<file path="src/rtl/phy_ctrl_mux.sv">
// phy_ctrl_mux: routes one of NumCtrl controller channels onto a shared PHY, switching only after a bus-free wait and a released-bus guard (optional PHY_CTRL_MUX_FORCE_SW_EN adds force_sw_i to skip the bus-free wait)
module phy_ctrl_mux #(
    parameter int NumCtrl     = 4,
    parameter int SelW        = $clog2(NumCtrl),
    parameter int TimerW      = 20,
    parameter int GuardCycles = 4,
    parameter int ResetSel    = 0
) (
    input  logic                clk_i,
    input  logic                rst_i,
    input  logic                scl_i,
    input  logic                sda_i,
    output logic                scl_o,
    output logic                sda_o,
    output logic                sel_od_pp_o,
    output logic [NumCtrl-1:0]  ctrl_scl_o,
    output logic [NumCtrl-1:0]  ctrl_sda_o,
    input  logic [NumCtrl-1:0]  ctrl_scl_i,
    input  logic [NumCtrl-1:0]  ctrl_sda_i,
    input  logic [NumCtrl-1:0]  ctrl_sel_od_pp_i,
    input  logic [SelW-1:0]     sel_req_i,
    input  logic                sel_req_valid_i,
    output logic                sel_req_ready_o,
    input  logic [TimerW-1:0]   t_bus_free_i,
`ifdef PHY_CTRL_MUX_FORCE_SW_EN
    input  logic                force_sw_i,
`endif
    output logic [SelW-1:0]     sel_active_o,
    output logic                switching_o,
    output logic                switch_done_o,
    output logic                err_sel_o
);
    typedef enum logic [1:0] {ACTIVE, WAIT_FREE, GUARD} state_t;
    localparam logic [SelW:0] num_ctrl   = (SelW+1)'(NumCtrl);
    localparam logic [7:0]    guard_last = 8'(GuardCycles - 1);
    state_t            state_q, state_d;
    logic [SelW-1:0]   sel_d, pend_q, pend_d;
    logic [TimerW-1:0] cnt_q, cnt_d;
    logic [7:0]        gcnt_q, gcnt_d;
    logic              done_d, err_d, force_en, accept, bad_sel, bus_idle;
`ifdef PHY_CTRL_MUX_FORCE_SW_EN
    assign force_en = force_sw_i;
`else
    assign force_en = 1'b0;
`endif
    assign sel_req_ready_o = state_q == ACTIVE;
    assign switching_o     = state_q != ACTIVE;
    assign accept          = sel_req_valid_i && sel_req_ready_o;
    assign bad_sel         = {1'b0, sel_req_i} >= num_ctrl;
    assign bus_idle        = scl_i && sda_i;
    // state, selection and counter registers
    always_ff @(posedge clk_i) begin
        if (rst_i) begin
            state_q       <= ACTIVE;
            sel_active_o  <= SelW'(ResetSel);
            pend_q        <= '0;
            cnt_q         <= '0;
            gcnt_q        <= '0;
            switch_done_o <= 1'b0;
            err_sel_o     <= 1'b0;
        end else begin
            state_q       <= state_d;
            sel_active_o  <= sel_d;
            pend_q        <= pend_d;
            cnt_q         <= cnt_d;
            gcnt_q        <= gcnt_d;
            switch_done_o <= done_d;
            err_sel_o     <= err_d;
        end
    end
    // next-state: accept requests, wait for an idle bus, then hold the guard
    always_comb begin
        state_d = state_q;
        sel_d   = sel_active_o;
        pend_d  = pend_q;
        cnt_d   = cnt_q;
        gcnt_d  = gcnt_q;
        done_d  = 1'b0;
        err_d   = 1'b0;
        case (state_q)
            ACTIVE: if (accept) begin
                if (bad_sel) err_d = 1'b1;
                else if (sel_req_i == sel_active_o) done_d = 1'b1;
                else begin
                    pend_d  = sel_req_i;
                    cnt_d   = '0;
                    gcnt_d  = '0;
                    state_d = force_en ? GUARD : WAIT_FREE;
                end
            end
            WAIT_FREE: begin
                cnt_d = !bus_idle ? '0 : (&cnt_q ? cnt_q : cnt_q + 1'b1);
                if (cnt_q >= t_bus_free_i) begin
                    state_d = GUARD;
                    gcnt_d  = '0;
                end
            end
            GUARD: begin
                gcnt_d = gcnt_q + 8'd1;
                if (gcnt_q == guard_last) begin
                    state_d = ACTIVE;
                    sel_d   = pend_q;
                    done_d  = 1'b1;
                end
            end
            default: state_d = ACTIVE;
        endcase
    end
    // routing: the selected channel owns the PHY except during the guard, where the bus is released
    always_comb begin
        scl_o       = 1'b1;
        sda_o       = 1'b1;
        sel_od_pp_o = 1'b0;
        ctrl_scl_o  = '1;
        ctrl_sda_o  = '1;
        for (int i = 0; i < NumCtrl; i++) begin
            if (state_q != GUARD && sel_active_o == SelW'(i)) begin
                scl_o         = ctrl_scl_i[i];
                sda_o         = ctrl_sda_i[i];
                sel_od_pp_o   = ctrl_sel_od_pp_i[i];
                ctrl_scl_o[i] = scl_i;
                ctrl_sda_o[i] = sda_i;
            end
        end
    end
endmodule

</file>
<file path="config.mk">
export PLATFORM = sky130hd
export DESIGN_NAME = phy_ctrl_mux
export DESIGN_NICKNAME = d
export VERILOG_FILES = /design/src/rtl/phy_ctrl_mux.sv
export SDC_FILE = /design/constraint.sdc
export NUM_CORES = 1
export LEC_CHECK = 0
export ABC_AREA = 1
export CAP_MARGIN = 30
export CELL_PAD_IN_SITES_DETAIL_PLACEMENT = 1
export CELL_PAD_IN_SITES_GLOBAL_PLACEMENT = 1
export CORE_ASPECT_RATIO = 0.75
export CORE_MARGIN = 4
export CORE_UTILIZATION = 30
export CTS_BUF_LIST = sky130_fd_sc_hd__clkbuf_4 sky130_fd_sc_hd__clkbuf_8
export DETAILED_ROUTE_END_ITERATION = 6
export PLACE_DENSITY_LB_ADDON = 0.1
export SYNTH_ARGS = -nofsm -noshare
export SYNTH_HDL_FRONTEND = slang
export SYNTH_SLANG_ARGS = --single-unit
</file>
<file path="constraint.sdc">
create_clock -name clk_i -period 1.9 [get_ports clk_i]
set_input_delay 0.19 -clock clk_i [delete_from_list [all_inputs] [get_ports clk_i]]
set_output_delay 0.19 -clock clk_i [all_outputs]
set_load 0.01 [all_outputs]
</file>
==> out/qor_table.md, run 1 <==
| Step | Result | Value |
| --- | --- | --- |
| status | Run status | finished, final reports clean |
| finish | Number of antenna repair diodes | 0 |
| synthesis | Cell taking the most area after synthesis | dfxtp_1 |
| global routing | Initial antenna violation count | 0 |
| power and ir drop | Leakage power | 1.938 nW |
| timing | Crit path time final | 1.820 ns |
| timing | Timing-limited maximum frequency | 549.6 MHz |
| clock tree | Root buf cell | clkbuf_8 |
| power and ir drop | Maximum vdd ir drop | 0.0002492 V |
| placement | Routability congestion estimate | 0.7886 |
| setup path | Maximum fanout encountered on the critical timing path | 5 |
| synthesis | Count of state elements after synthesis | 35 |
| finish | Finished Layout Cells | 714 |
| timing | Final Max Slew Viols | 0 |
| synthesis | Sequential element share of the synthesized area | 0.2435 |
| timing | Final setup skew | 0.01145 ns |
| synthesis | Synth top cells by count | 139 x nand2_1, 80 x inv_1, 51 x nor2_1 |
| setup path | Crit path kind | in2reg |
| placement | Placement-stage worst setup slack | -0.4210 ns |
| setup path | Endpoint class of the critical path | register |
| setup path | Arrival time of data at the critical path endpoint | 2.01 ns |
| floorplan | Die X | 121.1 um |
| clock tree | TritonCTS clock tree | yes |
| drt | Iteration-0 DRC Markers | 149 |
| floorplan | Area of the core region | 0.009196 mm2 |
| timing | Number of hold-slack violations in the final timing report | 0 |
| synthesis | Dominant register cell in the synthesized netlist | dfxtp_1 |
| global routing | Number of global-route vias before repair | 3,567 |
| synthesis | Post-Synthesis Cells | 483 |
| floorplan | Cell row count | 30 |
| timing | Count of endpoints failing setup in the final report | 0 |
| min path | Path type of the worst min-delay path | reg2reg |
| drt | Number of detailed-routing iterations run before antenna repair | 4 |
| clock tree | H-tree levels | 2 |
| synthesis | Top post-synthesis cells by area | dfxtp_1 24%, nand2_1 18%, inv_1 10% |
| clock tree | CTS sink count | 35 |
| drt | Number of vias in the routed layout | 3,444 |
| synthesis | Post-synth design cell area | 0.002878 mm2 |
| synthesis | Net count after synthesis | 544 |
| setup path | Data required, critical path | 2.09 ns |
| clock tree | Clk slew on worst S/H paths | 0.08 ns |
| setup path | Cell family with most CP delay | simple AND/OR/NAND/NOR gates |
| drt | Antenna-violating nets left | 0 |
| timing | RSZ-0062 raised after global routing | true |
| setup path | Worst path max stage delay | 0.45 ns |
| run | Max-cap viol count | 0 |
| global routing | Global-route wire length before repair | 17.13 mm |
| floorplan | Initial standard-cell utilization of the core | 0.3129 |
| floorplan | I/O pins | 56 |
| floorplan | Vertical die dimension | 92.82 um |
| setup path | Sum of buffers and inverters on the critical path | 4 |
| clock tree | Buffer levels on the longest clock path | 2 |
| finish | Fraction of layout instances using a drive strength above 1 | 0.2116 |
| clock tree | Clock latency at the later pin of the worst-skew pair | 0.29 ns |
| synthesis | Count of yosys warnings during synthesis | 0 |
| setup path | Worst path most repeated cell | nand2_2 |
| synthesis | Async set-reset flop share out of synthesis | 0 |
| setup path | CP max stage cell | clkdlybuf4s50_1 |
| finish | Total Nets Final | 646 |
| drt | Remaining routing DRC violations | 0 |
| synthesis | EDFF count, synth | 0 |
| synthesis | Avg Inst Size Synth | 5.958 um2 |
| placement | Buffers on Ports | 54 |
| clock tree | Number of CTS-inserted buffers | 5 |
| floorplan | Total die area | 0.01124 mm2 |
| finish | Area Growth Syn to Fin | 47.74% |
| drt | Avg Vias per Cell | 4.824 |
| setup path | Element type at the critical path start | input port |
| synthesis | Number of unique standard cell types used by synthesis | 35 |
| global routing | Global-route congestion overflow total | 0 |
| timing | Post-route worst setup slack | 0.08047 ns |
| finish | Fill cell instance count of the final layout | 1,247 |
| synthesis | Share of the synthesized area in the top cell type | 0.2435 |
| power and ir drop | PD cells | 442.9 mW/mm2 |
| synthesis | Most used standard cell by instance count after synthesis | nand2_1 |
| drt | Aggregate routed wire length | 10.33 mm |
| global routing | Largest net degree at the start of global routing | 19 |
| setup path | Cell-by-cell trace of the critical path | clkdlybuf4s50_1, inv_1, ha_4, nand2_2, nor2_1, buf_4, nand2_2, nor2_4, nand2_2, nand2_4, buf_12, nand3_1, nand2_1, nor2_1 |
| drt | DR WL/cell | 14.46 um |
| placement | Post-Place Cells | 700 |
| placement | Half-perimeter wire length after placement | 8.202 mm |
| global routing | Global-route usage over all layers | 0.1867 |
| timing | Final cycle utilization of the critical path | 0.9576 |
placed cells by master, fill, tap and decap left out, drive strengths merged, types with 2 or more instances in the layout:
cell type	count
xnor2	2
ha	22
o21ai	8
o22ai	2
dlygate4sd2	4
nor2	54
a21oi	46
or2	2
nor3	7
o211ai	2
inv	81
clkbuf	13
dlymetal6s2s	4
buf	50
nand4	20
clkdlybuf4s50	42
o21bai	3
nand3	40
dfxtp	35
nand2	141
flip-flops by register name, indices dropped and copies added, names as in the netlist:
signal / flops
cnt_q: 20
gcnt_q: 8
pend_q: 2
sel_active_o: 2
state_q: 2
switch_done_o: 1
path summary, 6_finish.rpt:
kind                                        startpoint                     end  slack, ns  depth (start not counted)
worst max-delay path                   t_bus_free_i[5]  gcnt_q[0]$_SDFFE_PP0P_       0.08                         14
worst min-delay path            pend_q[0]$_SDFFE_PP0P_  pend_q[0]$_SDFFE_PP0P_       0.45                          2
worst max register to register   cnt_q[4]$_SDFFE_PP0P_  gcnt_q[0]$_SDFFE_PP0P_       0.10                         12
worst min register to register  pend_q[0]$_SDFFE_PP0P_  pend_q[0]$_SDFFE_PP0P_       0.45                          2
layer usage:
layer,share of wire,up-vias,GRT usage
met5,0,-,0
met4,0,0,0.01415
met3,0.038,0,0.03114
met2,0.46,57,0.3102
met1,0.50,1634,0.2641
li1,-,1753,-
report_power, final:
group          internal (W)  switching [W]
Combinational      0.000222       0.000241
Clock              0.000346       0.000289
Sequential         0.000760      0.0000252
cell families after synthesis:
logic type,count (synthesis),synth area share
and+or+nand+nor,268,0.4057
buffers and inverters,91,0.1265
AOI/OAI and AO/OA,63,0.1183
DFF,35,0.2435
adders and majority gates,22,0.09565
xor gates and xnor gates,3,0.009132
other,1,0.001303
what timing repair did:
action                                 CTS  global route
buffers inserted                         3             2
gates resized for setup                 17            60
endpoints found under the hold margin    0             0
hold buffers                             0             0
gates cloned                             0             1
pin swaps                                1            25
setup endpoints to repair               22            23
final cells by class:
| cell class | instances | area, um2 | area share |
|---|---|---|---|
| Tap cell | 128 | 160.2 | 0.03767 |
| Inverter | 81 | 304.0 | 0.07151 |
| Clock buffer | 8 | 103.9 | 0.02443 |
| Multi-Input combinational cell | 357 | 2018 | 0.4747 |
| Timing Repair Buffer | 105 | 954.7 | 0.2245 |
| Sequential cell | 35 | 710.7 | 0.1672 |
stage by stage:
| step | instance area [um2] | hold WS, ns | power [W] | TNS (ns) | utilization |
|---|---|---|---|---|---|
| after detailed placement | 3869 | 0.4347 | 0.001205 | -3.938 | 0.4207 |
| final | 4252 | 0.4473 | 0.001883 | 0 | 0.4623 |
| after global placement | 3869 | 0.4308 | 0.001189 | -2.427 | 0.4207 |
| after floorplan | 2878 | 0.3603 | 0.001012 | 0 | - |
| after CTS | 4036 | 0.4508 | 0.001852 | -0.01180 | 0.4389 |
| after global routing | 4252 | 0.4874 | 0.001979 | -0.06810 | 0.4623 |
worst register-to-register path, stage by stage (launching register included):
cell and delay [ns]:
dfxtp_1 0.37, ha_1 0.30, nand2_2 0.06, nor2_1 0.11
buf_4 0.13, nand2_2 0.08, nor2_4 0.13, nand2_2 0.07
nand2_4 0.10, buf_12 0.12, nand3_1 0.07, nand2_1 0.11
nor2_1 0.04
Power figures use the tool's default switching activity.
==> run 2, diff against run 1 <==
--- a/config.mk
+++ b/config.mk
@@ -12,7 +12,7 @@
 export CORE_ASPECT_RATIO = 0.75
 export CORE_MARGIN = 4
 export CORE_UTILIZATION = 30
-export CTS_BUF_LIST = sky130_fd_sc_hd__clkbuf_4 sky130_fd_sc_hd__clkbuf_8
+export CTS_BUF_LIST = sky130_fd_sc_hd__clkbuf_8
 export DETAILED_ROUTE_END_ITERATION = 6
 export PLACE_DENSITY_LB_ADDON = 0.1
 export SYNTH_ARGS = -nofsm -noshare
==> run 2 against run 1 <==
Net effect:
- clock skew is essentially flat
- sequential share of layout area about the same
- clock power is 3% lower
- worst setup slack better by 0.0020 ns
- cell area barely moved
- core utilization is essentially flat
- clock-buffer cell count is 1 lower
- maximum frequency rose by 0.11%
- critical path depth unchanged
- flip-flop and latch count is the same
- non-clock buffer count stayed put
==> out/qor_table.md, run 2 (synthesized netlist as in run 1, its figures left out) <==
| Step | Result | Value |
| --- | --- | --- |
| status | Run status | finished, final reports clean |
| floorplan | Initial standard-cell utilization of the core | 0.3129 |
| drt | Antenna-violating nets left | 0 |
| clock tree | CTS sink count | 35 |
| finish | Commonest cells after routing, fill and taps aside | 125 x nand2_1, 76 x inv_1, 47 x buf_4 |
| min path | Path type of the worst min-delay path | reg2reg |
| global routing | Global-route wire length before repair | 17.13 mm |
| power and ir drop | Maximum vdd ir drop | 0.0002445 V |
| clock tree | Clock latency at the later pin of the worst-skew pair | 0.29 ns |
| finish | Max reg flops | 20 |
| power and ir drop | Fraction of power consumed by the clock network | 0.331 |
| finish | Finished Layout Cells | 714 |
| setup path | Sum of buffers and inverters on the critical path | 4 |
| setup path | Worst path max stage delay | 0.45 ns |
| timing | Timing-limited maximum frequency | 550.2 MHz |
| setup path | Endpoint class of the critical path | register |
| setup path | Worst path most repeated cell | nand2_2 |
| finish | Register ranked first by flip-flop count | cnt_q |
| setup path | Crit path kind | in2reg |
| power and ir drop | Switching part of the total power | 0.2981 |
| setup path | CP max stage cell | clkdlybuf4s50_1 |
| power and ir drop | Leakage power | 1.939 nW |
| floorplan | Vertical die dimension | 92.82 um |
| global routing | Largest net degree at the start of global routing | 19 |
| timing | Crit path time final | 1.818 ns |
| power and ir drop | Sw Pwr | 0.0005557 W |
| power and ir drop | PD cells | 438.8 mW/mm2 |
| placement | Buffers on Ports | 54 |
| global routing | Global-route congestion overflow total | 0 |
| setup path | Maximum fanout encountered on the critical timing path | 5 |
| power and ir drop | Reg power frac | 0.421 |
| placement | Routability congestion estimate | 0.7886 |
| finish | Commonest non-fill, non-tap cell in the layout | nand2_1 |
| placement | Post-Place Cells | 700 |
| drt | Aggregate routed wire length | 10.33 mm |
| placement | Half-perimeter wire length after placement | 8.202 mm |
| finish | Leading registers by flop count | cnt_q (20), gcnt_q (8) |
| drt | Remaining routing DRC violations | 0 |
| finish | Fill cell instance count of the final layout | 1,248 |
| setup path | Cell-by-cell trace of the critical path | clkdlybuf4s50_1, inv_1, ha_4, nand2_2, nor2_1, buf_4, nand2_2, nor2_4, nand2_2, nand2_4, buf_12, nand3_1, nand2_1, nor2_1 |
| finish | Number of antenna repair diodes | 0 |
| power and ir drop | Share of power burned in combinational logic | 0.248 |
| drt | DR WL/cell | 14.47 um |
| global routing | Initial antenna violation count | 0 |
| clock tree | Number of CTS-inserted buffers | 5 |
| floorplan | Total die area | 0.01124 mm2 |
| setup path | Cell family with most CP delay | simple AND/OR/NAND/NOR gates |
| finish | Total Nets Final | 646 |
| drt | Number of vias in the routed layout | 3,427 |
| timing | Final Max Slew Viols | 0 |
| timing | Setup Total Neg Slack | 0 ns |
| timing | Count of endpoints failing setup in the final report | 0 |
| setup path | Data required, critical path | 2.09 ns |
| setup path | Worst path depth | 14 |
| timing | Final cycle utilization of the critical path | 0.9566 |
| setup path | Element type at the critical path start | input port |
| floorplan | Die X | 121.1 um |
| setup path | Arrival time of data at the critical path endpoint | 2.01 ns |
| clock tree | Root buf cell | clkbuf_8 |
| timing | Final setup skew | 0.01136 ns |
| min path | Min-Delay Path Depth | 2 |
| clock tree | TritonCTS clock tree | yes |
| floorplan | Area of the core region | 0.009196 mm2 |
| power and ir drop | Internal power component | 0.001308 W |
| clock tree | H-tree levels | 2 |
| clock tree | Clk slew on worst S/H paths | 0.08 ns |
| drt | Iteration-0 DRC Markers | 149 |
| drt | Avg Vias per Cell | 4.800 |
| global routing | Global-route usage over all layers | 0.1867 |
| clock tree | Buffer levels on the longest clock path | 2 |
| floorplan | Cell row count | 30 |
| drt | Number of detailed-routing iterations run before antenna repair | 4 |
| timing | RSZ-0062 raised after global routing | true |
| setup path | Worst r2r path cells | 12 |
| finish | Area Growth Syn to Fin | 47.61% |
| run | Max-cap viol count | 0 |
| timing | Number of hold-slack violations in the final timing report | 0 |
| floorplan | I/O pins | 56 |
| global routing | Number of global-route vias before repair | 3,567 |
| finish | Fraction of layout instances using a drive strength above 1 | 0.2099 |
[run 2: cell types whose count changed in the layout (fill, tap and decap cells not counted), sizes merged]
cell	previous run	this run
clkbuf	13	12
inv	81	82
[run 2: layout make-up]
type                       count  area (um2)  area share
tap                          128       160.2     0.03770
clock buffer                   7       96.34     0.02268
timing repair buffer         105       954.7      0.2247
clock inverter                 1       3.754   0.0008837
inverter                      81       304.0     0.07158
sequential                    35       710.7      0.1673
multi-input combinational    357        2018      0.4751
[run 2: worst reg2reg max path, cell delays in order, from the launching register on]
cell     delay, ns
dfxtp_1       0.37
ha_1          0.30
nand2_2       0.06
nor2_1        0.11
buf_4         0.13
nand2_2       0.08
nor2_4        0.13
nand2_2       0.07
nand2_4       0.10
buf_12        0.12
nand3_1       0.07
nand2_1       0.11
nor2_1        0.04
[run 2: timing repair]
action	CTS	global route
endpoints found under the setup margin	22	23
pin swaps	1	25
buffers inserted	3	2
hold buffers	0	0
cloned	0	1
resized for setup	17	60
[run 2: power groups by stage]
stage	sequential, W	clock [W]	combinational (W)
final	0.000785	0.000616	0.000462
after CTS	0.000783	0.000623	0.000426
after detailed placement	0.000799	0	0.000406
after floorplan	0.000795	0	0.000218
after global routing	0.000789	0.000659	0.000512
after global placement	0.000797	0	0.000391
[run 2: path summary, 6_finish.rpt]
kind,from,to,slack (ns)
worst max-delay path,t_bus_free_i[5],gcnt_q[0]$_SDFFE_PP0P_,0.08
worst min-delay path,pend_q[0]$_SDFFE_PP0P_,pend_q[0]$_SDFFE_PP0P_,0.45
worst max register to register,cnt_q[4]$_SDFFE_PP0P_,gcnt_q[0]$_SDFFE_PP0P_,0.10
worst min register to register,pend_q[0]$_SDFFE_PP0P_,pend_q[0]$_SDFFE_PP0P_,0.45
[run 2: per-layer routing]
layer / up-vias / routed length (um) / GRT usage
li1: 1753 / - / -
met1: 1622 / 5177 / 0.2641
met2: 52 / 4777 / 0.3102
met3: 0 / 377 / 0.03114
met4: 0 / 0 / 0.01415
met5: - / 0 / 0
[run 2: per-stage QoR]
step	utilization	area, um2	hold WS, ns	power (W)	setup WS, ns
after floorplan	-	2878	0.3603	0.001012	0.1961
after global placement	0.4207	3869	0.4308	0.001189	-0.2734
after detailed placement	0.4207	3869	0.4347	0.001205	-0.4210
after CTS	0.4385	4033	0.4507	0.001832	-0.01144
after global routing	0.4619	4248	0.4875	0.001960	-0.03365
final	0.4619	4248	0.4473	0.001864	0.08246
